[config.mk]
export PLATFORM = sky130hd
export DESIGN_NAME = epl_firddist_ctrl_flat
export DESIGN_NICKNAME = d
export VERILOG_FILES = /design/src/rtl/epl_firddist_ctrl_pkg.sv /design/src/rtl/epl_firddist_ctrl_if.sv /design/src/rtl/epl_firddist_ctrl.sv /design/src/flat_wrapper.sv
export SDC_FILE = /design/constraint.sdc
export NUM_CORES = 1
export LEC_CHECK = 0
export CAP_MARGIN = 5
export CORE_MARGIN = 2
export CORE_UTILIZATION = 40
export CTS_BUF_LIST = sky130_fd_sc_hd__clkbuf_16
export DETAILED_ROUTE_END_ITERATION = 10
export PLACE_DENSITY = 0.7
export SLEW_MARGIN = 30
export SYNTH_ARGS = -nofsm -noshare
export SYNTH_HDL_FRONTEND = slang
export SYNTH_SLANG_ARGS = --single-unit
export TNS_END_PERCENT = 20
[constraint.sdc]
create_clock -name pCLK_i -period 3.4 [get_ports pCLK_i]
set_input_delay 0.68 -clock pCLK_i [delete_from_list [all_inputs] [get_ports pCLK_i]]
set_output_delay 0.68 -clock pCLK_i [all_outputs]
set_load 0.02 [all_outputs]
[src/rtl/epl_firddist_ctrl_pkg.sv]
// Shared widths and FSM encodings for the read-disturb campaign sequencer.
package epl_firddist_ctrl_pkg;

    localparam int ADDR_WIDTH  = 4;
    localparam int WORD        = 1 << ADDR_WIDTH;  // one mask bit per addressable word
    localparam int TWORD_WIDTH = 8;                // parity word width
    localparam int CNT_W_DEF   = 16;

    typedef enum logic [1:0] {
        FICTL_IDLE  = 2'b00,
        FICTL_ARMED = 2'b01,
        FICTL_DONE  = 2'b10
    } ficState_t;

endpackage

[src/rtl/epl_firddist_ctrl_if.sv]
// Campaign configuration handshake between a requester and the sequencer.
interface epl_firddist_ctrl_if
    import epl_firddist_ctrl_pkg::*;
    #(parameter int CNT_W = CNT_W_DEF);

    logic                   pCfgValid_i;
    logic                   pCfgReady_o;
    logic [WORD-1:0]        pCfgWordMask_i;
    logic [TWORD_WIDTH-1:0] pCfgBitMask_i;
    logic [CNT_W-1:0]       pCfgCount_i;
    logic                   pCfgWalk_i;

    modport master (
        output pCfgValid_i, pCfgWordMask_i, pCfgBitMask_i, pCfgCount_i, pCfgWalk_i,
        input  pCfgReady_o
    );

    modport slave (
        input  pCfgValid_i, pCfgWordMask_i, pCfgBitMask_i, pCfgCount_i, pCfgWalk_i,
        output pCfgReady_o
    );

endinterface

[src/rtl/epl_firddist_ctrl.sv]
// Read-disturb fault-injection campaign sequencer. Drives the injector enable
// and masks, snoops the injector's address/strobe to count real injections,
// optionally walks the bit mask, and closes after a programmed count or abort.
module epl_firddist_ctrl
    import epl_firddist_ctrl_pkg::*;
    #(parameter int CNT_W = CNT_W_DEF)
(
    input  logic                   pCLK_i,
    input  logic                   pRST_i,
    epl_firddist_ctrl_if.slave     cfg,
    input  logic                   pAbort_i,
    input  logic [ADDR_WIDTH-1:0]  pA_i,
    input  logic                   pREAD_i,
    output logic                   pFIEN_o,
    output logic [WORD-1:0]        pFiWordMask_o,
    output logic [TWORD_WIDTH-1:0] pFiBitMask_o,
    output logic                   pBusy_o,
    output logic                   pDone_o,
    output logic [CNT_W-1:0]       pInjCnt_o
);

    ficState_t        state;
    logic [CNT_W-1:0] countQ;
    logic             walkQ;
    logic             hit;
    logic             lastHit;

    // Same condition the injector uses, so every counted hit really flipped bits.
    assign hit     = (state == FICTL_ARMED) & pREAD_i & pFiWordMask_o[pA_i];
    // Final injection of a bounded campaign; count 0 never completes.
    assign lastHit = hit & (countQ != '0)
                   & (({1'b0, pInjCnt_o} + 1'b1) == {1'b0, countQ});

    assign cfg.pCfgReady_o = (state == FICTL_IDLE) & ~pRST_i;

    // Campaign FSM with registered injector controls, counter and mask walk.
    always_ff @(posedge pCLK_i) begin
        if (pRST_i) begin
            state         <= FICTL_IDLE;
            countQ        <= '0;
            walkQ         <= 1'b0;
            pFIEN_o       <= 1'b0;
            pFiWordMask_o <= '0;
            pFiBitMask_o  <= '0;
            pBusy_o       <= 1'b0;
            pDone_o       <= 1'b0;
            pInjCnt_o     <= '0;
        end else begin
            case (state)
                FICTL_IDLE: begin
                    pDone_o <= 1'b0;
                    if (cfg.pCfgValid_i) begin
                        pFiWordMask_o <= cfg.pCfgWordMask_i;
                        pFiBitMask_o  <= cfg.pCfgBitMask_i;
                        countQ        <= cfg.pCfgCount_i;
                        walkQ         <= cfg.pCfgWalk_i;
                        pInjCnt_o     <= '0;
                        pFIEN_o       <= 1'b1;
                        pBusy_o       <= 1'b1;
                        state         <= FICTL_ARMED;
                    end
                end
                FICTL_ARMED: begin
                    // A hit coinciding with abort already happened on the read
                    // path, so it is accounted for regardless of the exit taken.
                    if (hit) begin
                        if (pInjCnt_o != '1)
                            pInjCnt_o <= pInjCnt_o + 1'b1;
                        if (walkQ)
                            pFiBitMask_o <= {pFiBitMask_o[TWORD_WIDTH-2:0],
                                             pFiBitMask_o[TWORD_WIDTH-1]};
                    end
                    if (pAbort_i) begin
                        pFIEN_o <= 1'b0;
                        pBusy_o <= 1'b0;
                        state   <= FICTL_IDLE;
                    end else if (lastHit) begin
                        pFIEN_o <= 1'b0;
                        pBusy_o <= 1'b0;
                        pDone_o <= 1'b1;
                        state   <= FICTL_DONE;
                    end
                end
                FICTL_DONE: begin
                    pDone_o <= 1'b0;
                    state   <= FICTL_IDLE;
                end
                default: begin
                    pFIEN_o <= 1'b0;
                    pBusy_o <= 1'b0;
                    pDone_o <= 1'b0;
                    state   <= FICTL_IDLE;
                end
            endcase
        end
    end

endmodule
[src/flat_wrapper.sv]
// flat-port wrapper written by rule: the top's interface ports become plain ports
module epl_firddist_ctrl_flat import epl_firddist_ctrl_pkg::*;
#(parameter int CNT_W = CNT_W_DEF)
  (pCLK_i, pRST_i, pAbort_i, pA_i, pREAD_i, pFIEN_o, pFiWordMask_o, pFiBitMask_o, pBusy_o, pDone_o, pInjCnt_o, cfg_pCfgValid_i, cfg_pCfgWordMask_i, cfg_pCfgBitMask_i, cfg_pCfgCount_i, cfg_pCfgWalk_i, cfg_pCfgReady_o);
  epl_firddist_ctrl_if #(.CNT_W(CNT_W)) cfg_i ();
  input  logic pCLK_i;
  input  logic pRST_i;
  input  logic pAbort_i;
  input  logic [ADDR_WIDTH-1:0] pA_i;
  input  logic pREAD_i;
  output logic pFIEN_o;
  output logic [WORD-1:0] pFiWordMask_o;
  output logic [TWORD_WIDTH-1:0] pFiBitMask_o;
  output logic pBusy_o;
  output logic pDone_o;
  output logic [CNT_W-1:0] pInjCnt_o;
  input wire logic [$bits(cfg_i.pCfgValid_i)-1:0] cfg_pCfgValid_i;
  input wire logic [$bits(cfg_i.pCfgWordMask_i)-1:0] cfg_pCfgWordMask_i;
  input wire logic [$bits(cfg_i.pCfgBitMask_i)-1:0] cfg_pCfgBitMask_i;
  input wire logic [$bits(cfg_i.pCfgCount_i)-1:0] cfg_pCfgCount_i;
  input wire logic [$bits(cfg_i.pCfgWalk_i)-1:0] cfg_pCfgWalk_i;
  output wire logic [$bits(cfg_i.pCfgReady_o)-1:0] cfg_pCfgReady_o;
  assign cfg_i.pCfgValid_i = cfg_pCfgValid_i;
  assign cfg_i.pCfgWordMask_i = cfg_pCfgWordMask_i;
  assign cfg_i.pCfgBitMask_i = cfg_pCfgBitMask_i;
  assign cfg_i.pCfgCount_i = cfg_pCfgCount_i;
  assign cfg_i.pCfgWalk_i = cfg_pCfgWalk_i;
  assign cfg_pCfgReady_o = cfg_i.pCfgReady_o;
  epl_firddist_ctrl #(.CNT_W(CNT_W)) u_core (.pCLK_i(pCLK_i), .pRST_i(pRST_i), .cfg(cfg_i), .pAbort_i(pAbort_i), .pA_i(pA_i), .pREAD_i(pREAD_i), .pFIEN_o(pFIEN_o), .pFiWordMask_o(pFiWordMask_o), .pFiBitMask_o(pFiBitMask_o), .pBusy_o(pBusy_o), .pDone_o(pDone_o), .pInjCnt_o(pInjCnt_o));
endmodule
; ---- Word level (Yosys, flattened, before mapping)
; Index checks and enable logic that the tools add are counted.
[classes]
div = 0
n_eq_ne = 9
mul = 0
muxes = 18
magnitude_cmp = 1
n_addsub = 2
bitwise = 9
n_reduce_logical = 10
shifts = 0
[ops]
columns = op, count
row1 = $mux W16, 3
row2 = $pmux W16 S2, 1
row3 = $mux W8, 3
row4 = $add A16 B1 Y17 const B, 1
row5 = $eq A17 B16 Y1, 1
row6 = $add A16 B1 Y16 const B, 1
row7 = $ne A16 B16 Y1 const B, 1
row8 = $pmux W8 S2, 1
row9 = $reduce_bool A16 Y1, 1
row10 = $reduce_and A4 Y1, 2
row11 = $mux W2, 3
row12 = $reduce_and A2 Y1, 3
row13 = $and A1 B1 Y1, 5
row14 = $lt A4 B5 Y1 const B, 1
row15 = $bmux W1 S4, 1
row16 = $mux W1, 4
row17 = $ne A2 B1 Y1 const B, 2
row18 = $ne A2 B2 Y1 const B, 2
row19 = $not A1 Y1, 4
row20 = $pmux W2 S2, 1
row21 = $ne A3 B2 Y1 const B, 1
row22 = $pmux W1 S3, 1
row23 = $reduce_and A3 Y1, 1
row24 = $eq A2 B1 Y1 const B, 1
row25 = other kinds (4), 4
[totals]
word_cells = 57
out_inout_bits = 44
n_memories = 0
rom_bits = 0
in_bits = 50
regBits = 61
ramBits = 0
latch_bits = 0

; ---- Depth between registers and ports, before layout
[logic_depth]
depth_word = 8
depth_mapped = 9
ltp_nobuf = 8

; ---- Worst setup path after synthesis
; Ideal clock, no wire load.
[synth_path]
kind = reg2reg
startpoint = reg u_core.pInjCnt_o[0]
endpoint = reg u_core.pBusy_o
t_arrival_ps = 2564
setup_time_ps = 131
period_less_slack_ps = 2695
path_slack_ps = 705
required_ps = 3269
path_stages_with_launch = 9
cell_sequence = dfxtp_1 -> ha_1 -> nand3_1 -> nor4_1 -> and2_1 -> o2111ai_1 -> or4_4 -> or2_1 -> nor3b_1
[synth_via]
elab_chain_cells = 5
[synth_rtl]
columns = element, line
row1 = start: declaration, epl_firddist_ctrl.sv:19  ; output logic [CNT_W-1:0] pInjCnt_o
row2 = start signal: assignment, epl_firddist_ctrl.sv:68  ; pInjCnt_o <= pInjCnt_o + 1'b1;
row3 = $add A16 B1 Y17, epl_firddist_ctrl.sv:32  ; & (({1'b0, pInjCnt_o} + 1'b1) == {1'b0, countQ});
row4 = $eq A17 B16 Y1, epl_firddist_ctrl.sv:32
row5 = $and A1 B1 Y1, epl_firddist_ctrl.sv:32
row6 = $ne A3 B2 Y1 (no source line), -
row7 = $reduce_and A3 Y1 (no source line), -
row8 = end signal: assignment, epl_firddist_ctrl.sv:45  ; pBusy_o <= 1'b0;
row9 = end signal: assignment, epl_firddist_ctrl.sv:59  ; pBusy_o <= 1'b1;
row10 = end signal: assignment, epl_firddist_ctrl.sv:75  ; pBusy_o <= 1'b0;
row11 = end: declaration, epl_firddist_ctrl.sv:17  ; output logic pBusy_o,
; Every way passes these cells.
; A chain may end at the register's enable or synchronous reset.

; ---- Worst setup path after layout
[layout_path]
startpoint = reg u_core.pInjCnt_o[1]
endpoint = reg u_core.pBusy_o
; The elaborated chain is that of the path after synthesis.

==> report_table.html <==
<table>
<tr><th>Metric</th><th>Value</th></tr>
<tr><th colspan="2">Outcome</th></tr>
<tr><td>Run status</td><td>finished, final reports clean</td></tr>
<tr><th colspan="2">Placed design</th></tr>
<tr><td>Inst Count DP</td><td>roughly 580</td></tr>
<tr><td>Placer's final routability congestion estimate</td><td>~0.9</td></tr>
<tr><td>Estimated wirelength of the detail-placed design</td><td>around 6.3 mm</td></tr>
<tr><td>IO buf count</td><td>slightly above 90</td></tr>
<tr><td>Placed standard-cell area</td><td>4130 µm²</td></tr>
<tr><th colspan="2">Clock tree</th></tr>
<tr><td>Insertion delay of the later-clocked pin in the worst-skew pair</td><td>0.33 ns</td></tr>
<tr><td>Library cell used as clock root buffer</td><td>sky130_fd_sc_hd__clkbuf_16</td></tr>
<tr><td>Number of buffers created by CTS</td><td>9</td></tr>
<tr><td>Post-cts gate resize count</td><td>0</td></tr>
<tr><td>Maximum clock path buffer count</td><td>2</td></tr>
<tr><td>Clock transition at the registers of the reported paths</td><td>0.05 ns</td></tr>
<tr><td>CTS tree</td><td>yes</td></tr>
<tr><td>Number of clock sinks</td><td>slightly above 60</td></tr>
<tr><td>Setup bufs post-CTS</td><td>0</td></tr>
<tr><td>Count of H-tree levels built during CTS</td><td>3</td></tr>
<tr><td>Hold buffer count at CTS</td><td>0</td></tr>
<tr><th colspan="2">Power and ir drop</th></tr>
<tr><td>Static leakage</td><td>1.62 nW</td></tr>
<tr><td>Max rail drop VDD</td><td>around 0.27 mV</td></tr>
<tr><td>Combinational share of power</td><td>between 10 and 15%</td></tr>
<tr><td>Switching pwr</td><td>0.000483 W</td></tr>
<tr><td>Cell internal pwr</td><td>0.00160 W</td></tr>
<tr><td>Switching portion of total power</td><td>a little under a quarter</td></tr>
<tr><td>Total Power Consumption</td><td>approximately 0.0021 W</td></tr>
<tr><td>Pwr Density</td><td>~470 nW/µm²</td></tr>
<tr><td>Sequential share of power</td><td>around 37%</td></tr>
<tr><td>Clock network power share</td><td>slightly below 50%</td></tr>
<tr><th colspan="2">Logic synthesis</th></tr>
<tr><td>Share of synthesized area spent on multiplexers</td><td>2.73%</td></tr>
<tr><td>Asr flop ratio synth</td><td>0%</td></tr>
<tr><td>Post-Synth Adder-Cell Area</td><td>less than 1%</td></tr>
<tr><td>Number of synthesized flops with an enable pin</td><td>0</td></tr>
<tr><td>Synthesized instance count</td><td>between 300 and 400</td></tr>
<tr><td>Number of different library cells in the post-synthesis netlist</td><td>48</td></tr>
<tr><td>Synthesized netlist net count</td><td>450</td></tr>
<tr><td>Number of synthesis warnings</td><td>0</td></tr>
<tr><td>Synthesized flop and latch total</td><td>61</td></tr>
<tr><td>Leading register cell type out of synthesis</td><td>sky130_fd_sc_hd__dfxtp_1</td></tr>
<tr><td>Cell Area, Synth</td><td>a little over 3000 µm²</td></tr>
<tr><td>XOR/XNOR share of the synthesized area</td><td>about 6.3%</td></tr>
<tr><td>Fraction of the yosys area taken by sequential cells</td><td>between 30% and 40%</td></tr>
<tr><td>Post-synthesis share of cell area spent on and, or, nand and nor gates</td><td>about 29%</td></tr>
<tr><td>Dominant combinational cell family by area after synthesis</td><td>simple AND/OR/NAND/NOR gates</td></tr>
<tr><td>Synth Area per Inst</td><td>between 7 and 8 µm²</td></tr>
<tr><td>Fraction of the mapped netlist area in compound gates</td><td>18.1%</td></tr>
<tr><th colspan="2">Die</th></tr>
<tr><td>Die area</td><td>8520 µm²</td></tr>
<tr><td>Horizontal die dimension</td><td>slightly above 90 µm</td></tr>
<tr><td>Core area</td><td>between 7000 and 8000 µm²</td></tr>
<tr><td>Total I/O pin count</td><td>94</td></tr>
<tr><td>Number of rows created at floorplan</td><td>32</td></tr>
<tr><td>Initial core utilization</td><td>40.8%</td></tr>
<tr><td>Height of the chip</td><td>between 90 and 100 µm</td></tr>
<tr><th colspan="2">Detailed routing</th></tr>
<tr><td>Routed wire length</td><td>roughly 8.9 mm</td></tr>
<tr><td>DRC marker count from the first detailed-route iteration</td><td>271</td></tr>
<tr><td>Antenna-violating nets left</td><td>0</td></tr>
<tr><td>DRT Pass-1 Iters</td><td>5</td></tr>
<tr><td>Via count normalized by instance count</td><td>about 5.4</td></tr>
<tr><td>Remaining design rule violation count</td><td>0</td></tr>
<tr><td>Average detailed-routed wire length per instance</td><td>~15 µm</td></tr>
<tr><td>Via count</td><td>~3200</td></tr>
<tr><th colspan="2">STA</th></tr>
<tr><td>Setup Viol. Count Final</td><td>0</td></tr>
<tr><td>Peak clock frequency supported by timing</td><td>between 0.3 and 0.4 GHz</td></tr>
<tr><td>RSZ-0062 raised after global routing</td><td>no</td></tr>
<tr><td>Clock period minus final worst setup slack</td><td>roughly 3 ns</td></tr>
<tr><td>Final Hold Violating Endpoints</td><td>0</td></tr>
<tr><td>Slew Limit Headroom</td><td>a little under three fifths</td></tr>
<tr><td>Slew at the pin closest to its max-slew limit</td><td>0.652 ns</td></tr>
<tr><td>Final period utilization</td><td>between 80% and 90%</td></tr>
<tr><td>Slew Viols, Final</td><td>0</td></tr>
<tr><td>Setup TNS Final</td><td>0 ns</td></tr>
<tr><td>Clock Skew</td><td>0.00440 ns</td></tr>
<tr><th colspan="2">Critical path</th></tr>
<tr><td>Highest cell delay on the worst timing path</td><td>between 0.5 and 0.6 ns</td></tr>
<tr><td>Critical path class</td><td>reg2reg</td></tr>
<tr><td>Cell-by-cell listing of the critical path</td><td>ha_1 -&gt; nand3_1 -&gt; nor4_1 -&gt; and2_1 -&gt; o2111ai_1 -&gt; or4_4 -&gt; or2_1 -&gt; nor3b_1</td></tr>
<tr><td>Crit. Startpoint</td><td>u_core.pInjCnt_o[1]$_SDFFE_PP0P_</td></tr>
<tr><td>Critical path startpoint category</td><td>register</td></tr>
<tr><td>Startpoint of the most critical register-to-register path</td><td>u_core.pInjCnt_o[1]$_SDFFE_PP0P_</td></tr>
<tr><td>Required time at the worst-slack endpoint</td><td>approximately 3.6 ns</td></tr>
<tr><td>Worst EP arrival</td><td>about 3.1 ns</td></tr>
<tr><td>Largest fanout on the critical path</td><td>7</td></tr>
<tr><td>Cell with the largest stage delay on the worst path</td><td>sky130_fd_sc_hd__or4_4</td></tr>
<tr><td>Critical path endpoint category</td><td>register</td></tr>
<tr><td>Crit path buffers/inverters</td><td>0</td></tr>
<tr><td>Cell type group with the largest total delay on the critical path</td><td>simple AND/OR/NAND/NOR gates</td></tr>
<tr><th colspan="2">Final layout</th></tr>
<tr><td>Layout overhead on the synthesized area</td><td>43.0%</td></tr>
<tr><td>Net count reported at finish</td><td>approximately 540</td></tr>
<tr><td>Final standard cell count with taps included and fillers excluded</td><td>approximately 590</td></tr>
<tr><td>Final core utilization</td><td>58.3%</td></tr>
<tr><td>Post-Layout Inst Area</td><td>roughly 4500 µm²</td></tr>
<tr><td>Ratio of cells with drive above 1 in the final layout</td><td>under 10%</td></tr>
<tr><td># diodes</td><td>0</td></tr>
<tr><th colspan="2">Global routing</th></tr>
<tr><td>Via count of the first global-routing pass</td><td>about 2800</td></tr>
<tr><td>Global-route wire length before repair</td><td>approximately 14 mm</td></tr>
<tr><td>GRT Util Overall</td><td>between 20% and 30%</td></tr>
<tr><td>Antenna violations before repair</td><td>0</td></tr>
<tr><td>Total congestion overflow after global routing</td><td>0</td></tr>
<tr><td>Maximum number of pins on one net before global-route repair</td><td>just over 60</td></tr>
<tr><th colspan="2">Hold path</th></tr>
<tr><td>Hold WC Path Type</td><td>reg2reg</td></tr>
<tr><td>Origin of the worst min-delay path</td><td>u_core.walkQ$_SDFFE_PP0P_</td></tr>
<tr><th colspan="2">Job</th></tr>
<tr><td>Number of max-cap violations</td><td>0</td></tr>
</table>
[cell usage in the layout (no fill, tap or decap), drive strengths merged, types with 2 or more instances in the layout]
cell type	synthesis	layout
a311oi	8	8
or4	3	3
a21oi	53	53
nand3b	2	2
nor4	8	8
inv	2	4
mux2i	4	4
and3	5	5
buf	7	10
o211ai	4	4
nor3b	2	2
a31oi	3	3
and2	2	2
nor2	23	23
clkdlybuf4s50	0	92
a211oi	2	2
or2	2	2
dfxtp	61	61
and4	4	4
or3	7	7
bufinv	0	3
nand2b	3	3
mux4	2	2
nor3	5	5
o21ai	16	16
nor2b	3	3
xor2	7	7
nand4	7	7
xnor2	13	13
nand4b	6	6
clkinv	0	2
nand3	8	8
nand2	96	96
a22oi	4	4
clkbuf	19	9
[power by group through the flow]
stage	Clock, W	Combinational, W	Sequential (W)
final	0.00102	0.000289	0.000781
after CTS	0.00103	0.000291	0.000782
after global routing	0.00106	0.000316	0.000787
after floorplan	0	0.000133	0.000813
after detailed placement	0	0.000290	0.000795
after global placement	0	0.000286	0.000795
[through the flow]
step	setup WS, ns	hold WS [ns]
6_report	0.470	0.457
5_1_grt	0.313	0.491
4_1_cts	0.480	0.456
3_5_place_dp	0.292	0.449
3_3_place_gp	0.368	0.438
2_1_floorplan	0.705	0.437
[registers in the layout, summed over array words and instances (netlist names)]
signal and cells:
u_core.countQ 16, u_core.state 2, u_core.pDone_o 1, u_core.pBusy_o 1, u_core.pFiWordMask_o 16, u_core.walkQ 1
u_core.pFiBitMask_o 8, u_core.pInjCnt_o 16
[final cells by class]
cell class              count  area, µm²
multi-input cells         310       1780
flip-flops and latches     61       1220
well taps                 102        128
clock inverters             7        106
fillers                   694       3190
clock buffers               9        225
repair buffers            102        993
inverters                   2       7.51
[cells in the mapped netlist, drive strengths merged, types with 2 or more instances]
cell type   n  area share, %
or3         7            1.6
a311oi      8            2.2
a22oi       4           0.96
or4         3           0.84
o21ai      16            2.6
a211oi      2           0.48
nor3b       2           0.48
nor3        5            1.2
nor2b       3           0.60
and4        4            1.1
xnor2      13            3.7
a31oi       3           0.60
nand3       8            1.7
nand3b      2           0.48
nand4b      6            1.7
xor2        7            2.0
a21oi      53            8.5
clkbuf     19            2.3
inv         2           0.24
dfxtp      61             39
nand2b      3           0.60
buf         7            1.4
nor2       23            2.8
and3        5            1.0
nor4        8            1.6
nand4       7            1.4
o211ai      4            1.1
mux4        2            1.4
and2        2           0.40
nand2      96             12
mux2i       4            1.3
or2         2           0.40
[final timing paths]
kind                            slack, ns                     endpoint  cells after the start
worst min-delay path                 0.46    u_core.walkQ$_SDFFE_PP0P_                      2
worst min register to register       0.46    u_core.walkQ$_SDFFE_PP0P_                      2
worst max-delay path                 0.47  u_core.pBusy_o$_SDFFE_PP0P_                      8
worst max register to register       0.47  u_core.pBusy_o$_SDFFE_PP0P_                      8
[metal layers]
metal	track usage [%]	vias to the layer above	routed length, µm
met4	8.33	0	125
met2	29.9	113	4010
li1	-	1596	-
met5	0	-	0
met3	3.58	12	565
met1	30.9	1502	4190
[worst reg2reg max path, cell delays in order (launching register included)]
cell and delay, ns:
sky130_fd_sc_hd__dfxtp_1 0.42, sky130_fd_sc_hd__ha_1 0.35, sky130_fd_sc_hd__nand3_1 0.17, sky130_fd_sc_hd__nor4_1 0.47, sky130_fd_sc_hd__and2_1 0.32, sky130_fd_sc_hd__o2111ai_1 0.16
sky130_fd_sc_hd__or4_4 0.51, sky130_fd_sc_hd__or2_1 0.25, sky130_fd_sc_hd__nor3b_1 0.14
[kinds of logic after synthesis]
kind of cell             Yosys count
AO/OA/AOI/OAI                     96
XOR/XNOR                          21
adder cells (fa/ha/maj)            1
buffers and inverters             28
multiplexers                       6
flip-flops                        61
AND/OR/NAND/NOR                  186
(Power assumes the default switching activity.)
